File: src/rtl/lmsm_sequencer.sv
// lmsm_sequencer - LM/SM micro-op sequencer for the IITB-RISC pipeline.
// Walks an 8-bit register mask and emits one memory micro-op per set bit,
// in ascending register order with contiguous addresses. Upstream stages are
// held while a sequence is running.
// Optional feature: define LMSM_BASE_WB_EN to append a base-register
// write-back micro-op (final address + ADDR_STEP into base_reg) after the
// last transfer.

module lmsm_sequencer #(
  parameter int         ADDR_W     = 16,
  parameter int         ADDR_STEP  = 2,
  parameter logic [1:0] WB_SEL_MEM = 2'd1
) (
  input  logic              clk,
  input  logic              rst,
  input  logic              start,
  input  logic              is_sm,
  input  logic [ADDR_W-1:0] base_addr,
  input  logic [7:0]        reg_mask,
  input  logic [2:0]        base_reg,
  input  logic              ex_stall,
  input  logic              flush,
  output logic              busy,
  output logic              stall_up,
  output logic              uop_valid,
  output logic [2:0]        uop_rf_addr,
  output logic [ADDR_W-1:0] uop_mem_addr,
  output logic              uop_mem_rd,
  output logic              uop_mem_wr,
  output logic              uop_rf_we,
  output logic [1:0]        uop_wb_sel,
  output logic              done
);

  localparam logic [ADDR_W-1:0] STEP = ADDR_W'(ADDR_STEP);

`ifdef LMSM_BASE_WB_EN
  typedef enum logic [1:0] {
    IDLE = 2'd0,
    RUN  = 2'd1,
    WB   = 2'd2
  } state_t;
`else
  typedef enum logic [1:0] {
    IDLE = 2'd0,
    RUN  = 2'd1
  } state_t;
`endif

  state_t              state_q, state_d;
  logic [7:0]          mask_q, mask_d;
  logic [ADDR_W-1:0]   addr_q, addr_d;
  logic                is_sm_q, is_sm_d;

  logic                valid_d;
  logic [2:0]          rf_addr_d;
  logic [ADDR_W-1:0]   mem_addr_d;
  logic                mem_rd_d;
  logic                mem_wr_d;
  logic                rf_we_d;
  logic [1:0]          wb_sel_d;
  logic                done_d;

`ifdef LMSM_BASE_WB_EN
  logic [2:0]          base_reg_q, base_reg_d;
`else
  logic                unused_base_reg;
  assign unused_base_reg = ^base_reg;
`endif

  // Index of the lowest set bit; the caller guarantees the mask is non-zero.
  function automatic logic [2:0] lowest_idx(input logic [7:0] m);
    lowest_idx = 3'd0;
    for (int i = 7; i >= 0; i--) begin
      if (m[i]) lowest_idx = 3'(i);
    end
  endfunction

  // Mask with its lowest set bit removed.
  function automatic logic [7:0] clear_lowest(input logic [7:0] m);
    clear_lowest = m & (m - 8'd1);
  endfunction

  assign busy     = (state_q != IDLE);
  assign stall_up = busy;

  // Next-state and next-output logic; priority is flush > ex_stall > normal.
  always_comb begin
    state_d    = state_q;
    mask_d     = mask_q;
    addr_d     = addr_q;
    is_sm_d    = is_sm_q;
`ifdef LMSM_BASE_WB_EN
    base_reg_d = base_reg_q;
`endif
    valid_d    = 1'b0;
    rf_addr_d  = 3'd0;
    mem_addr_d = '0;
    mem_rd_d   = 1'b0;
    mem_wr_d   = 1'b0;
    rf_we_d    = 1'b0;
    wb_sel_d   = 2'd0;
    done_d     = 1'b0;

    if (flush) begin
      state_d = IDLE;
      mask_d  = 8'd0;
      addr_d  = '0;
      is_sm_d = 1'b0;
    end else if (state_q != IDLE && ex_stall) begin
      valid_d    = uop_valid;
      rf_addr_d  = uop_rf_addr;
      mem_addr_d = uop_mem_addr;
      mem_rd_d   = uop_mem_rd;
      mem_wr_d   = uop_mem_wr;
      rf_we_d    = uop_rf_we;
      wb_sel_d   = uop_wb_sel;
    end else begin
      case (state_q)
        IDLE: begin
          if (start) begin
            is_sm_d = is_sm;
            addr_d  = base_addr;
            mask_d  = clear_lowest(reg_mask);
`ifdef LMSM_BASE_WB_EN
            base_reg_d = base_reg;
`endif
            if (reg_mask != 8'd0) begin
              state_d    = RUN;
              valid_d    = 1'b1;
              rf_addr_d  = lowest_idx(reg_mask);
              mem_addr_d = base_addr;
              mem_rd_d   = ~is_sm;
              mem_wr_d   = is_sm;
              rf_we_d    = ~is_sm;
              wb_sel_d   = is_sm ? 2'd0 : WB_SEL_MEM;
            end else begin
`ifdef LMSM_BASE_WB_EN
              state_d    = WB;
              valid_d    = 1'b1;
              rf_addr_d  = base_reg;
              mem_addr_d = base_addr;
              rf_we_d    = 1'b1;
`else
              done_d     = 1'b1;
`endif
            end
          end
        end

        RUN: begin
          if (mask_q != 8'd0) begin
            valid_d    = 1'b1;
            rf_addr_d  = lowest_idx(mask_q);
            mem_addr_d = addr_q + STEP;
            addr_d     = addr_q + STEP;
            mask_d     = clear_lowest(mask_q);
            mem_rd_d   = ~is_sm_q;
            mem_wr_d   = is_sm_q;
            rf_we_d    = ~is_sm_q;
            wb_sel_d   = is_sm_q ? 2'd0 : WB_SEL_MEM;
          end else begin
`ifdef LMSM_BASE_WB_EN
            state_d    = WB;
            valid_d    = 1'b1;
            rf_addr_d  = base_reg_q;
            mem_addr_d = addr_q + STEP;
            addr_d     = addr_q + STEP;
            rf_we_d    = 1'b1;
`else
            state_d    = IDLE;
            addr_d     = '0;
            done_d     = 1'b1;
`endif
          end
        end

`ifdef LMSM_BASE_WB_EN
        WB: begin
          state_d = IDLE;
          addr_d  = '0;
          done_d  = 1'b1;
        end
`endif

        default: begin
          state_d = IDLE;
          mask_d  = 8'd0;
          addr_d  = '0;
        end
      endcase
    end
  end

  // State, sequencing registers and registered micro-op outputs.
  always_ff @(posedge clk) begin
    if (rst) begin
      state_q      <= IDLE;
      mask_q       <= 8'd0;
      addr_q       <= '0;
      is_sm_q      <= 1'b0;
`ifdef LMSM_BASE_WB_EN
      base_reg_q   <= 3'd0;
`endif
      uop_valid    <= 1'b0;
      uop_rf_addr  <= 3'd0;
      uop_mem_addr <= '0;
      uop_mem_rd   <= 1'b0;
      uop_mem_wr   <= 1'b0;
      uop_rf_we    <= 1'b0;
      uop_wb_sel   <= 2'd0;
      done         <= 1'b0;
    end else begin
      state_q      <= state_d;
      mask_q       <= mask_d;
      addr_q       <= addr_d;
      is_sm_q      <= is_sm_d;
`ifdef LMSM_BASE_WB_EN
      base_reg_q   <= base_reg_d;
`endif
      uop_valid    <= valid_d;
      uop_rf_addr  <= rf_addr_d;
      uop_mem_addr <= mem_addr_d;
      uop_mem_rd   <= mem_rd_d;
      uop_mem_wr   <= mem_wr_d;
      uop_rf_we    <= rf_we_d;
      uop_wb_sel   <= wb_sel_d;
      done         <= done_d;
    end
  end

  // A finished sequence never overlaps a live micro-op.
  a_done_excl : assert property (@(posedge clk) disable iff (rst)
    !(done && uop_valid));

  // Outside a sequence the micro-op bus is idle.
  a_idle_quiet : assert property (@(posedge clk) disable iff (rst)
    (state_q == IDLE) |-> !uop_valid);

endmodule

File: config.mk
export PLATFORM = sky130hd
export DESIGN_NAME = lmsm_sequencer
export DESIGN_NICKNAME = d
export VERILOG_FILES = /design/src/rtl/lmsm_sequencer.sv
export SDC_FILE = /design/constraint.sdc
export NUM_CORES = 1
export LEC_CHECK = 0
export BUFFER_PORTS_ARGS = -buffer_cell sky130_fd_sc_hd__buf_2
export CORE_UTILIZATION = 53
export DETAILED_ROUTE_END_ITERATION = 7
export GPL_ROUTABILITY_DRIVEN = 0
export PLACE_DENSITY = 0.81
export SLEW_MARGIN = 30
export SYNTH_ARGS = -nofsm -noshare
export SYNTH_HDL_FRONTEND = slang
export SYNTH_SLANG_ARGS = --single-unit
File: constraint.sdc
create_clock -name clk -period 2.2 [get_ports clk]
set_clock_uncertainty 0.1 [all_clocks]
set_input_delay 0.44 -clock clk [delete_from_list [all_inputs] [get_ports clk]]
set_output_delay 0.44 -clock clk [all_outputs]
set_load 0.1 [all_outputs]
Word-level counts from Yosys, hierarchy flattened
Index checks and enable logic that the tools add are counted.
{ "totals": {"reg_bits": 52, "in_bits": 33, "output_inout_bits": 28, "word_cells": 90} }
{ "op_classes": {"addsub": 3, "n_eq_ne": 5, "muxes": 55, "bitwise": 5, "n_reduce_logical": 11} }
{ "ops": {"columns": ["op", "count"], "rows": [
  ["2-to-1 mux 16 bit", 4],
  ["one-hot mux 16 bit (2 select lines)", 2],
  ["2-to-1 mux 3 bit", 19],
  ["2-to-1 mux 1 bit", 17],
  ["adder 16 x 2 -> 16 bit, second input constant", 1],
  ["bitwise AND 8 bit", 2],
  ["2-to-1 mux 8 bit", 2],
  ["one-hot mux 8 bit (2 select lines)", 1],
  ["nonzero test 8 bit", 2],
  ["subtractor 8 x 1 -> 8 bit, second input constant", 2],
  ["one-hot mux 1 bit (2 select lines)", 5],
  ["inequality test 2 bit, second input constant", 4],
  ["2-to-1 mux 2 bit", 3],
  ["one-hot mux 3 bit (2 select lines)", 1],
  ["AND reduction 3 bit", 2],
  ["one-hot mux 2 bit (2 select lines)", 1],
  ["AND reduction 4 bit", 1],
  ["NOT 1 bit", 3],
  ["OR reduction 3 bit", 1],
  ["== test 2 x 1 -> 1 bit, second input constant", 1],
  ["logical NOT 2 bit", 1],
  ["AND reduction 2 bit", 1],
  ["nonzero test 2 bit", 1],
  ["OR reduction 2 bit", 1],
  ["logical AND 1 bit", 1]
]} }

Longest topological paths before layout
Gate-level depths: netlist (run 1).
{ "logic_depth": {"ltp_word": 11, "ltp_mapped": 5, "depth_no_buf": 5} }

Least setup slack after synthesis (run 1)
No wires, ideal clock.
{ "synth_path": {"path_kind": "reg-to-reg", "startpoint": "register state_q[0]", "endpoint": "register uop_mem_addr[12]", "arrival_ps": 2236, "path_slack_ps": -207, "path_stages_with_launch": 5, "cell_sequence": "dfxtp_1 > o31ai_1 > and2_1 > or4_1 > a21oi_1"} }
{ "synth_via": {"elab_chain_cells": 2} }
{ "synth_rtl": {"columns": ["element", "line", "source"], "rows": [
  ["start, declared", "50", "state_t state_q, state_d;"],
  ["start signal, assigned", "214", "state_q <= state_d;"],
  ["== test 2 x 1 -> 1 bit (tied with other cells)", "119", "case (state_q)"],
  ["one-hot mux 16 bit (2 select lines) or logical AND 1 bit (tied branches)", "119, 110", null],
  ["end signal, assigned", "223", "uop_mem_addr <= mem_addr_d;"],
  ["end, declared", "27", "output logic [ADDR_W-1:0] uop_mem_addr,"]
]} }
Parallel ways exist; a longest one is shown, timed or not.
A chain may end at the register's enable or synchronous reset.

Worst setup path after layout (run 1)
Ends and elaborated chain as after synthesis.

==> flow_metrics.tcl, run 1 <==
set metrics [dict create \
    grt_pass1_vias 2434 \
    r2r-end "uop_mem_addr[12]" \
    finalHoldViolations 0 \
    portBuffers 56 \
    worstSetupEndpoint "uop_mem_addr[12]" \
    postCtsSetupRepairBufs 0 \
    crit_fanout 13 \
    min_path_type "in2reg" \
    yosysUniqueCellTypes 60 \
    failed_checks "DRC" \
    tns_ns 0 \
    clockBufferDepth 2 \
    fin_crit_sh 0.9091 \
    finalNonFillerCells 433 \
    holdBufCountCts 0 \
    rsz0062_at_grt "no" \
    clk_pin_slew_ns 0.09 \
    slew_viol_final 0 \
    worstMarginPinSlew_ns 0.7339 \
    place_inst 425 \
    timing.rr.start "state_q[0]" \
    grt_max_degree 30 \
    irDropWorstVdd_v 0.0004984 \
    htreeDepth 2 \
    wl_per_cell_um 16.28 \
    fin_util 0.6700 \
    critPathRequiredTime_ns 2.34 \
    crit_path_end_kind "register" \
    post-route-min-period_ns 2.000 \
    vias 2711 \
    synth-edff-count 0 \
    ys.flop_type "dfxtp_1" \
    yosys.area.top_type_share 0.3765 \
    overflow 0 \
    synth.yosys.seq_area_share 0.3765 \
    antenna_cells 0 \
    drive_gt1_frac 0.2441 \
    slew_headroom 0.5107 \
    yosysWarnings 0 \
    fmax_ghz 0.5000 \
    setup_violations 0 \
    clockRootBuffer "clkbuf_8" \
    maxCapViolCount 0 \
    p_leak_nw 1.175 \
    antenna_found_initial 0 \
    die_area_mm2 0.005097 \
    die_height_um 71.40 \
    drt_pre_antenna_iters 7 \
    cts_sinks 48 \
    synthTopCellsByArea "dfxtp_1, a21oi_1, o21ai_0" \
    drt_wl_total_um 7048 \
    yosys.area.top_type "dfxtp_1" \
    synth-async-reset-ratio 0 \
    final_area_mm2 0.003018 \
    tritoncts "built" \
    rows 24 \
    area_delta_synth_final_pct 18.24 \
    ant_nets 0 \
    drt-vias-per-instance 6.261 \
    postPlaceCellArea_mm2 0.002919 \
    ios 61 \
    die_w_um 71.40 \
    post_cts_resized 0 \
    r2r_slack_ns 0.20 \
    synth_area_mm2 0.002552 \
    yosys-top-cells-count "a21oi_1, dfxtp_1, o21ai_0, nor2_1" \
    critPathKind "reg2reg" \
    drcViolationCount 6 \
    grt_util_all_layers 0.2867 \
    dp_hpwl_um 4895 \
    synth_nets 357 \
    synthCells 323 \
    nets 414 \
    yosysMostFrequentCell "a21oi_1" \
    outcome "finished, violations left" \
    start_util 0.5667 \
    yosys_register_bits 48 \
    syn_avg_cell_area_um2 7.902 \
    startpoint "state_q[0]" \
    startpoint_type "register" \
    cts_buffers 5 \
    clk_latency_ns 0.31 \
    grt_first_pass_wirelength_um 11340 \
    power.density_mw_per_mm2 637.6 \
    drtIter0Drc 302 \
    cp.arrival_ns 2.14 \
    core_area_mm2 0.004504 \
    r2r_cells 4 \
    total_power_w 0.001924 \
]
==> metrics by stage <==
step / hold slack [ns] / worst slack, ns
floorplan: 0.3498 / 0.2241
CTS: 0.3108 / 0.1310
global route: 0.3192 / 0.08684
detailed placement: 0.3894 / 0.1969
finish: 0.3041 / 0.2001
global placement: 0.3811 / 0.1495
==> where the power goes <==
part	internal, W	total [W]	switching, W
Sequential	0.000904	0.000944	0.0000398
Clock	0.000256	0.000552	0.000296
Combinational	0.000121	0.000428	0.000307
==> worst min-delay path by stage <==
stage | startpoint | endpoint | slack [ns] | cells after the start
finish | base_addr[13] | uop_mem_addr[13] | 0.30 | 3
global route | reg_mask[3] | mask_q[3] | 0.32 | 2
CTS | base_addr[13] | uop_mem_addr[13] | 0.31 | 3
detailed placement | uop_rf_addr[2] | uop_rf_addr[2] | 0.39 | 2
global placement | addr_q[0] | addr_q[0] | 0.38 | 2
floorplan | is_sm_q | is_sm_q | 0.35 | 2
==> cell families after synthesis <==
logic type               after synthesis  share of synthesized area
AND/OR/NAND/NOR                       82                     0.1726
buffers and inverters                 30                    0.05343
XOR/XNOR                               5                    0.01716
flip-flops                            48                     0.3765
adder cells (fa/ha/maj)                1                   0.004901
other                                  1                   0.001469
multiplexers                           1                   0.004411
AO/OA/AOI/OAI                        155                     0.3696
==> registers in the layout (all words and copies together) (netlist names) <==
| name | cells |
|---|---|
| uop_mem_wr | 1 |
| done | 1 |
| addr_q | 16 |
| is_sm_q | 1 |
| state_q | 1 |
| mask_q | 7 |
| uop_rf_addr | 3 |
| uop_mem_addr | 16 |
| uop_rf_we | 1 |
| uop_valid | 1 |
==> cells in the final DEF, fill, tap and decap left out, drive strengths merged, types with 3 or more instances in the layout <==
cell / count
clkbuf: 7
a31oi: 6
a21oi: 56
nor4: 6
nor2: 24
o31a: 3
o21a: 6
nand2: 10
nor2b: 5
dfxtp: 48
xnor2: 3
o311ai: 3
nor3: 11
nand4: 4
buf: 72
inv: 8
or4: 4
a2bb2oi: 4
nand3: 8
o21ai: 52
a221oi: 4
==> critical path, stage by stage (launching register included) <==
cell	delay (ns)
dfxtp_2	0.51
o41ai_2	0.19
and2_1	0.35
or4_1	0.63
a21oi_1	0.16
==> per-layer routing <==
layer	track usage	wire, um	vias up	part of all wire
met5	0	0	-	0
met4	0.1156	193	0	0.027
met3	0.06751	666	24	0.094
met2	0.4455	3133	150	0.44
met1	0.3850	3055	1212	0.43
li1	-	-	1325	-
==> area by class of cell <==
class                           count  area, um2
Clock buffer                        7      86.33
Clock inverter                      1      7.507
Fill cell                         406       1486
Inverter                            8      30.03
Multi-Input combinational cell    245       1466
Sequential cell                    48      962.2
Tap cell                           52      65.06
Timing Repair Buffer               72      400.4
Power figures use the tool's default switching activity.
==> inputs of run 2 (changes only) <==
--- a/config.mk
+++ b/config.mk
@@ -7,9 +7,11 @@
 export LEC_CHECK = 0
 export BUFFER_PORTS_ARGS = -buffer_cell sky130_fd_sc_hd__buf_2
 export CORE_UTILIZATION = 53
+export CTS_CLUSTER_SIZE = 30
 export DETAILED_ROUTE_END_ITERATION = 7
 export GPL_ROUTABILITY_DRIVEN = 0
 export PLACE_DENSITY = 0.81
+export REMOVE_ABC_BUFFERS = 1
 export SLEW_MARGIN = 30
 export SYNTH_ARGS = -nofsm -noshare
 export SYNTH_HDL_FRONTEND = slang
==> run 2 against run 1 <==
Compared with the run above:
- the run still ends with DRC left
- fmax fell by 0.11%
- sequential cell count did not move
- first-iteration DRC count shrank 35%
- cell count decreased by 0.23%
- total power increased by 3.5%
- setup slack got worse by 0.0021 ns
- sequential power about the same
- highest routed layer unchanged
==> flow_metrics.tcl, run 2 (synthesis results as in run 1) <==
set metrics [dict create \
    p_leak_nw 1.190 \
    tns_ns 0 \
    grt_util_all_layers 0.2765 \
    layout_common_cells "a21oi_1, buf_2, dfxtp_1, o21ai_0, nor2_1" \
    die_area_mm2 0.005097 \
    startpoint_type "register" \
    holdBufCountCts 0 \
    min_path_type "in2reg" \
    cp.arrival_ns 1.46 \
    critPathRequiredTime_ns 1.66 \
    drt_wl_total_um 6676 \
    drt_pre_antenna_iters 8 \
    crit_fanout 10 \
    tritoncts "built" \
    cp_slowest_cell "dfxtp_1" \
    critical_path_buf_inv_count 2 \
    antenna_found_initial 0 \
    drcViolationCount 5 \
    critPathKind "reg2out" \
    overflow 0 \
    htreeDepth 2 \
    post_cts_resized 0 \
    dp_hpwl_um 4719 \
    worstPathCellList "buf_4, buf_2" \
    clk_latency_ns 0.30 \
    multiInputGateArea_mm2 0.001460 \
    vias 2697 \
    crit_path_end_kind "output pin" \
    outcome "finished, violations left" \
    cts_buffers 5 \
    clockBufferDepth 2 \
    ios 61 \
    die_height_um 71.40 \
    total_power_w 0.001993 \
    grt_first_pass_wirelength_um 11100 \
    wl_per_cell_um 15.45 \
    post-route-min-period_ns 2.002 \
    critical_path.top_delay_family "buffers and inverters" \
    ant_nets 0 \
    clockRootBuffer "clkbuf_8" \
    failed_checks "DRC" \
    antenna_cells 0 \
    rsz0062_at_grt "no" \
    fin_crit_sh 0.9100 \
    nets 415 \
    clk_pin_slew_ns 0.09 \
    cp_slowest_stage_delay_ns 0.52 \
    irDropWorstVdd_v 0.0003984 \
    rows 24 \
    power.density_mw_per_mm2 656.5 \
    grt_max_degree 29 \
    grt_pass1_vias 2390 \
    fmax_ghz 0.4995 \
    start_util 0.5667 \
    portBuffers 56 \
    fillers 385 \
    die_w_um 71.40 \
    postCtsSetupRepairBufs 0 \
    r2r_slack_ns 0.23 \
    reg.largest.list "addr_q (16), uop_mem_addr (16), mask_q (7)" \
    setup_violations 0 \
    maxCapViolCount 0 \
    drtIter0Drc 197 \
    slew_viol_final 0 \
    slew_headroom 0.6014 \
    area_delta_synth_final_pct 18.92 \
    core_area_mm2 0.004504 \
    worstMarginPinSlew_ns 0.5972 \
    layout.area.seq_um2 960.9 \
    drt-vias-per-instance 6.243 \
    finalHoldViolations 0 \
    cts_sinks 48 \
    drive_gt1_frac 0.2395 \
]
[run 2: cell types whose count changed in the layout (fill, tap and decap cells not counted)]
cell | before | now
dfxtp_1 | 47 | 48
o31ai_2 | 1 | 0
o21ai_1 | 13 | 14
o21ai_2 | 1 | 0
clkinvlp_4 | 1 | 0
dfxtp_2 | 1 | 0
buf_12 | 0 | 1
clkbuf_1 | 1 | 0
nor2_1 | 23 | 22
nor2_2 | 1 | 2
o31ai_1 | 1 | 2
clkbuf_8 | 6 | 5
bufinv_16 | 0 | 1
[run 2: tightest hold or removal path, delay by kind of cell]
family / cells / cell delay (ns)
AOI/OAI and AO/OA: 1 / 0.05
buffers and inverters: 1 / 0.11
and+or+nand+nor: 1 / 0.06
[run 2: per-stage QoR]
step	instances	setup slack [ns]	cell area (um2)	util	hold slack [ns]
final	432	0.1979	3035	0.6739	0.2970
after global routing	432	0.1234	3035	0.6739	0.3115
after CTS	432	0.1861	3033	0.6733	0.2939
after detailed placement	426	0.1802	2934	0.6514	0.3685
after global placement	426	0.1931	2934	0.6514	0.3579
after floorplan	301	-1.715	2446	-	0.3498
[run 2: final cells by class]
class	count	area share
Sequential cell	48	0.3166
Timing Repair Buffer	73	0.1385
Tap cell	52	0.02143
Clock buffer	5	0.02267
Inverter	8	0.009893
Clock inverter	1	0.009893
Multi-Input combinational cell	245	0.4810
[run 2: routing by layer]
layer / GRT usage / wire [um] / vias up
met5: 0 / 0 / -
met1: 0.3655 / 3052 / 1273
li1: - / - / 1328
met4: 0.1044 / 97 / 0
met3: 0.05767 / 373 / 8
met2: 0.4455 / 3152 / 88
[run 2: path summary, 6_finish.rpt]
kind,startpoint,endpoint,cells past startpoint
max reg2reg,addr_q[1],addr_q[15],5
min reg2reg,is_sm_q,is_sm_q,2
max,state_q[0],busy,2
min,is_sm,is_sm_q,3
[run 2: report_power, final]
part           internal, W  switching [W]  total (W)
Sequential        0.000904      0.0000380   0.000942
Combinational     0.000124       0.000304   0.000428
Clock             0.000327       0.000296   0.000623
Total              0.00135       0.000638    0.00199
==> inputs of run 3 (changes only) <==
--- a/config.mk
+++ b/config.mk
@@ -5,12 +5,14 @@
 export SDC_FILE = /design/constraint.sdc
 export NUM_CORES = 1
 export LEC_CHECK = 0
+export ABC_AREA = 1
 export BUFFER_PORTS_ARGS = -buffer_cell sky130_fd_sc_hd__buf_2
-export CORE_UTILIZATION = 53
+export CORE_UTILIZATION = 54
 export CTS_CLUSTER_SIZE = 30
 export DETAILED_ROUTE_END_ITERATION = 7
 export GPL_ROUTABILITY_DRIVEN = 0
-export PLACE_DENSITY = 0.81
+export PLACE_DENSITY = 0.82
+export RECOVER_POWER = 25
 export REMOVE_ABC_BUFFERS = 1
 export SLEW_MARGIN = 30
 export SYNTH_ARGS = -nofsm -noshare
==> run 3 against run 2 <==
Compared with the run above:
- the run now ends clean
- sequential cell count unchanged
- wire length fell by 0.46%
- die area increased by 5.7%
- first-iteration DRC count fell by 20%
- setup slack gained 0.061 ns
- sequential share of layout area decreased by 0.90 points
- area after synthesis grew 7.9%
- via count up 3.7%
- total power decreased by 3.5%
- cell count grew 22%
- sequential power decreased by 0.5%
- worst hold slack improved by 0.0043 ns
- critical path type is now reg2reg
==> flow_metrics.tcl, run 3 <==
set metrics [dict create \
    outcome "finished clean" \
    yosysWarnings 0 \
    drive_gt1_frac 0.2043 \
    yosys.area.top_type "dfxtp_1" \
    place_inst 519 \
    clkPwrFrac 0.285 \
    area_delta_synth_final_pct 13.45 \
    worstPathCellList "inv_4, nand2_4, o21ai_2, clkbuf_1, o21ai_0, a21oi_1" \
    die_w_um 73.41 \
    critPathKind "reg2reg" \
    whs_ns 0.3013 \
    internal_power_w 0.001266 \
    synth.yosys.seq_area_share 0.3489 \
    portBuffers 56 \
    yosysUniqueCellTypes 32 \
    layout.area.seq_um2 960.9 \
    r2r-end "addr_q[10]" \
    critPathRequiredTime_ns 2.34 \
    postCtsSetupRepairBufs 0 \
    cp_slowest_stage_delay_ns 0.56 \
    cts_buffers 5 \
    tritoncts "built" \
    fin_util 0.6486 \
    synthTopCellsByArea "dfxtp_1, nand2_1, a21oi_1" \
    grt_pass1_vias 2466 \
    clk_pin_slew_ns 0.09 \
    yosys.area.top_type_share 0.3489 \
    synth-edff-count 0 \
    reg.largest.list "addr_q (16), uop_mem_addr (16), mask_q (7)" \
    clk_latency_ns 0.30 \
    startpoint_type "register" \
    final_area_mm2 0.003124 \
    crit_fanout 26 \
    timing.rr.start "state_q[0]" \
    gr-usage-met3 0.03567 \
    ys.flop_type "dfxtp_1" \
    finalHoldViolations 0 \
    slew_headroom 0.5529 \
    p_comb_frac 0.228 \
    drcViolationCount 0 \
    worstMarginPinSlew_ns 0.6707 \
    clockRootBuffer "clkbuf_8" \
    fin_crit_sh 0.8822 \
    clockBufferDepth 2 \
    start_util 0.5717 \
    setup_violations 0 \
    holdBufCountCts 0 \
    rsz0062_at_grt "no" \
    ant_nets 0 \
    synth-async-reset-ratio 0 \
    rows 25 \
    mostFrequentLayoutCell "nand2_1" \
    critical_path_buf_inv_count 2 \
    vias 2796 \
    post_cts_resized 0 \
    overflow 0 \
    cp.arrival_ns 2.08 \
    yosys-top-cells-count "nand2_1, a21oi_1, dfxtp_1, inv_1" \
    multiInputGateArea_mm2 0.001479 \
    r2r_cells 6 \
    htreeDepth 2 \
    post-route-min-period_ns 1.941 \
    grt_first_pass_wirelength_um 10830 \
    postPlaceCellArea_mm2 0.003038 \
    irDropWorstVdd_v 0.0004252 \
    hold_end "is_sm_q" \
    switchingPower_w 0.0006570 \
    pwr-share-seq 0.487 \
    yosysMostFrequentCell "nand2_1" \
    drtIter0Drc 157 \
    p_sw_frac 0.3416 \
    slew_viol_final 0 \
    cts_sinks 48 \
    tns_ns 0 \
    drt-vias-per-instance 5.306 \
    yosys_register_bits 48 \
    fmax_ghz 0.5152 \
    wl_per_cell_um 12.61 \
    die_height_um 73.41 \
    drt_wl_total_um 6645 \
    finalNonFillerCells 527 \
    fillers 468 \
    antenna_found_initial 0 \
    antenna_cells 0 \
    nets 493 \
    synthCells 410 \
    dp_hpwl_um 4719 \
    grt_util_all_layers 0.2613 \
    min_path_type "in2reg" \
    die_area_mm2 0.005389 \
    grt_max_degree 27 \
    grt_util_met2 0.4424 \
    p_leak_nw 1.559 \
    critical_path.top_delay_family "buffers and inverters" \
    ios 61 \
    r2r_slack_ns 0.26 \
    power.density_mw_per_mm2 615.6 \
    crit_path_end_kind "register" \
    top_usage_layer "met2" \
    synth_area_mm2 0.002754 \
    drt_pre_antenna_iters 5 \
    syn_avg_cell_area_um2 6.717 \
    layout_common_cells "nand2_1, inv_1, a21oi_1, dfxtp_1, buf_2" \
    cp_slowest_cell "clkbuf_1" \
    hold_depth 3 \
    grt.met1_usage 0.3274 \
    min-delay-start "is_sm" \
    maxCapViolCount 0 \
    core_area_mm2 0.004817 \
]
## run 3: cell count changes in the layout (fill, tap and decap cells not counted), sizes merged, moves of 12 or more
cell	previous run	this run
buf	73	51
clkbuf	5	17
inv	8	49
nand2	10	96
nand3	8	36
nor2	24	47
o21ai	52	39
## run 3: worst max-delay path by stage
stage / startpoint / endpoint / slack (ns) / depth (start not counted)
2_1_floorplan: state_q[0] / uop_mem_addr[10] / -1.45 / 3
3_3_place_gp: reg_mask[4] / uop_mem_wr / 0.50 / 9
3_5_place_dp: reg_mask[4] / uop_mem_wr / 0.51 / 9
4_1_cts: state_q[0] / busy / 0.31 / 2
5_1_grt: state_q[0] / addr_q[4] / 0.14 / 6
6_report: state_q[0] / addr_q[10] / 0.26 / 6
## run 3: worst min-delay path: cells and delay by family
kind,cells,cell delay [ns]
AOI/OAI and AO/OA,1,0.11
buffers and inverters,2,0.12
## run 3: metrics by stage
step	power, W	setup slack [ns]
floorplan	0.001280	-1.446
global placement	0.001389	0.5044
detailed placement	0.001395	0.5081
CTS	0.001930	0.3068
global route	0.002007	0.1359
finish	0.001923	0.2591
## run 3: cell type report
class                   instances  area share
well taps                      67     0.02683
clock inverters                 2    0.003204
flip-flops and latches         48      0.3076
clock buffers                   6     0.02643
multi-input cells             293      0.4734
repair buffers                 62      0.1029
inverters                      49     0.05967
## run 3: logic make-up after synthesis
group                    count (synthesis)  share of synthesized area
flip-flops                              48                     0.3489
AND/OR/NAND/NOR                        189                     0.3294
adder cells (fa/ha/maj)                  1                   0.004543
buffers and inverters                   69                     0.1131
XOR/XNOR                                 4                    0.01272
AO/OA/AOI/OAI                           98                     0.1899
other                                    1                   0.001362
## run 3: per-layer routing
metal,up-vias,share of wire
li1,1429,-
met1,1252,0.45
met2,100,0.48
met3,15,0.048
met4,0,0.023
met5,-,0
## run 3: power by group through the flow
stage	Clock (W)	Combinational [W]	Sequential, W
after detailed placement	0	0.000439	0.000955
after CTS	0.000553	0.000441	0.000936
after global routing	0.000590	0.000475	0.000942
after global placement	0	0.000435	0.000954
final	0.000547	0.000439	0.000937
after floorplan	0	0.000195	0.00108
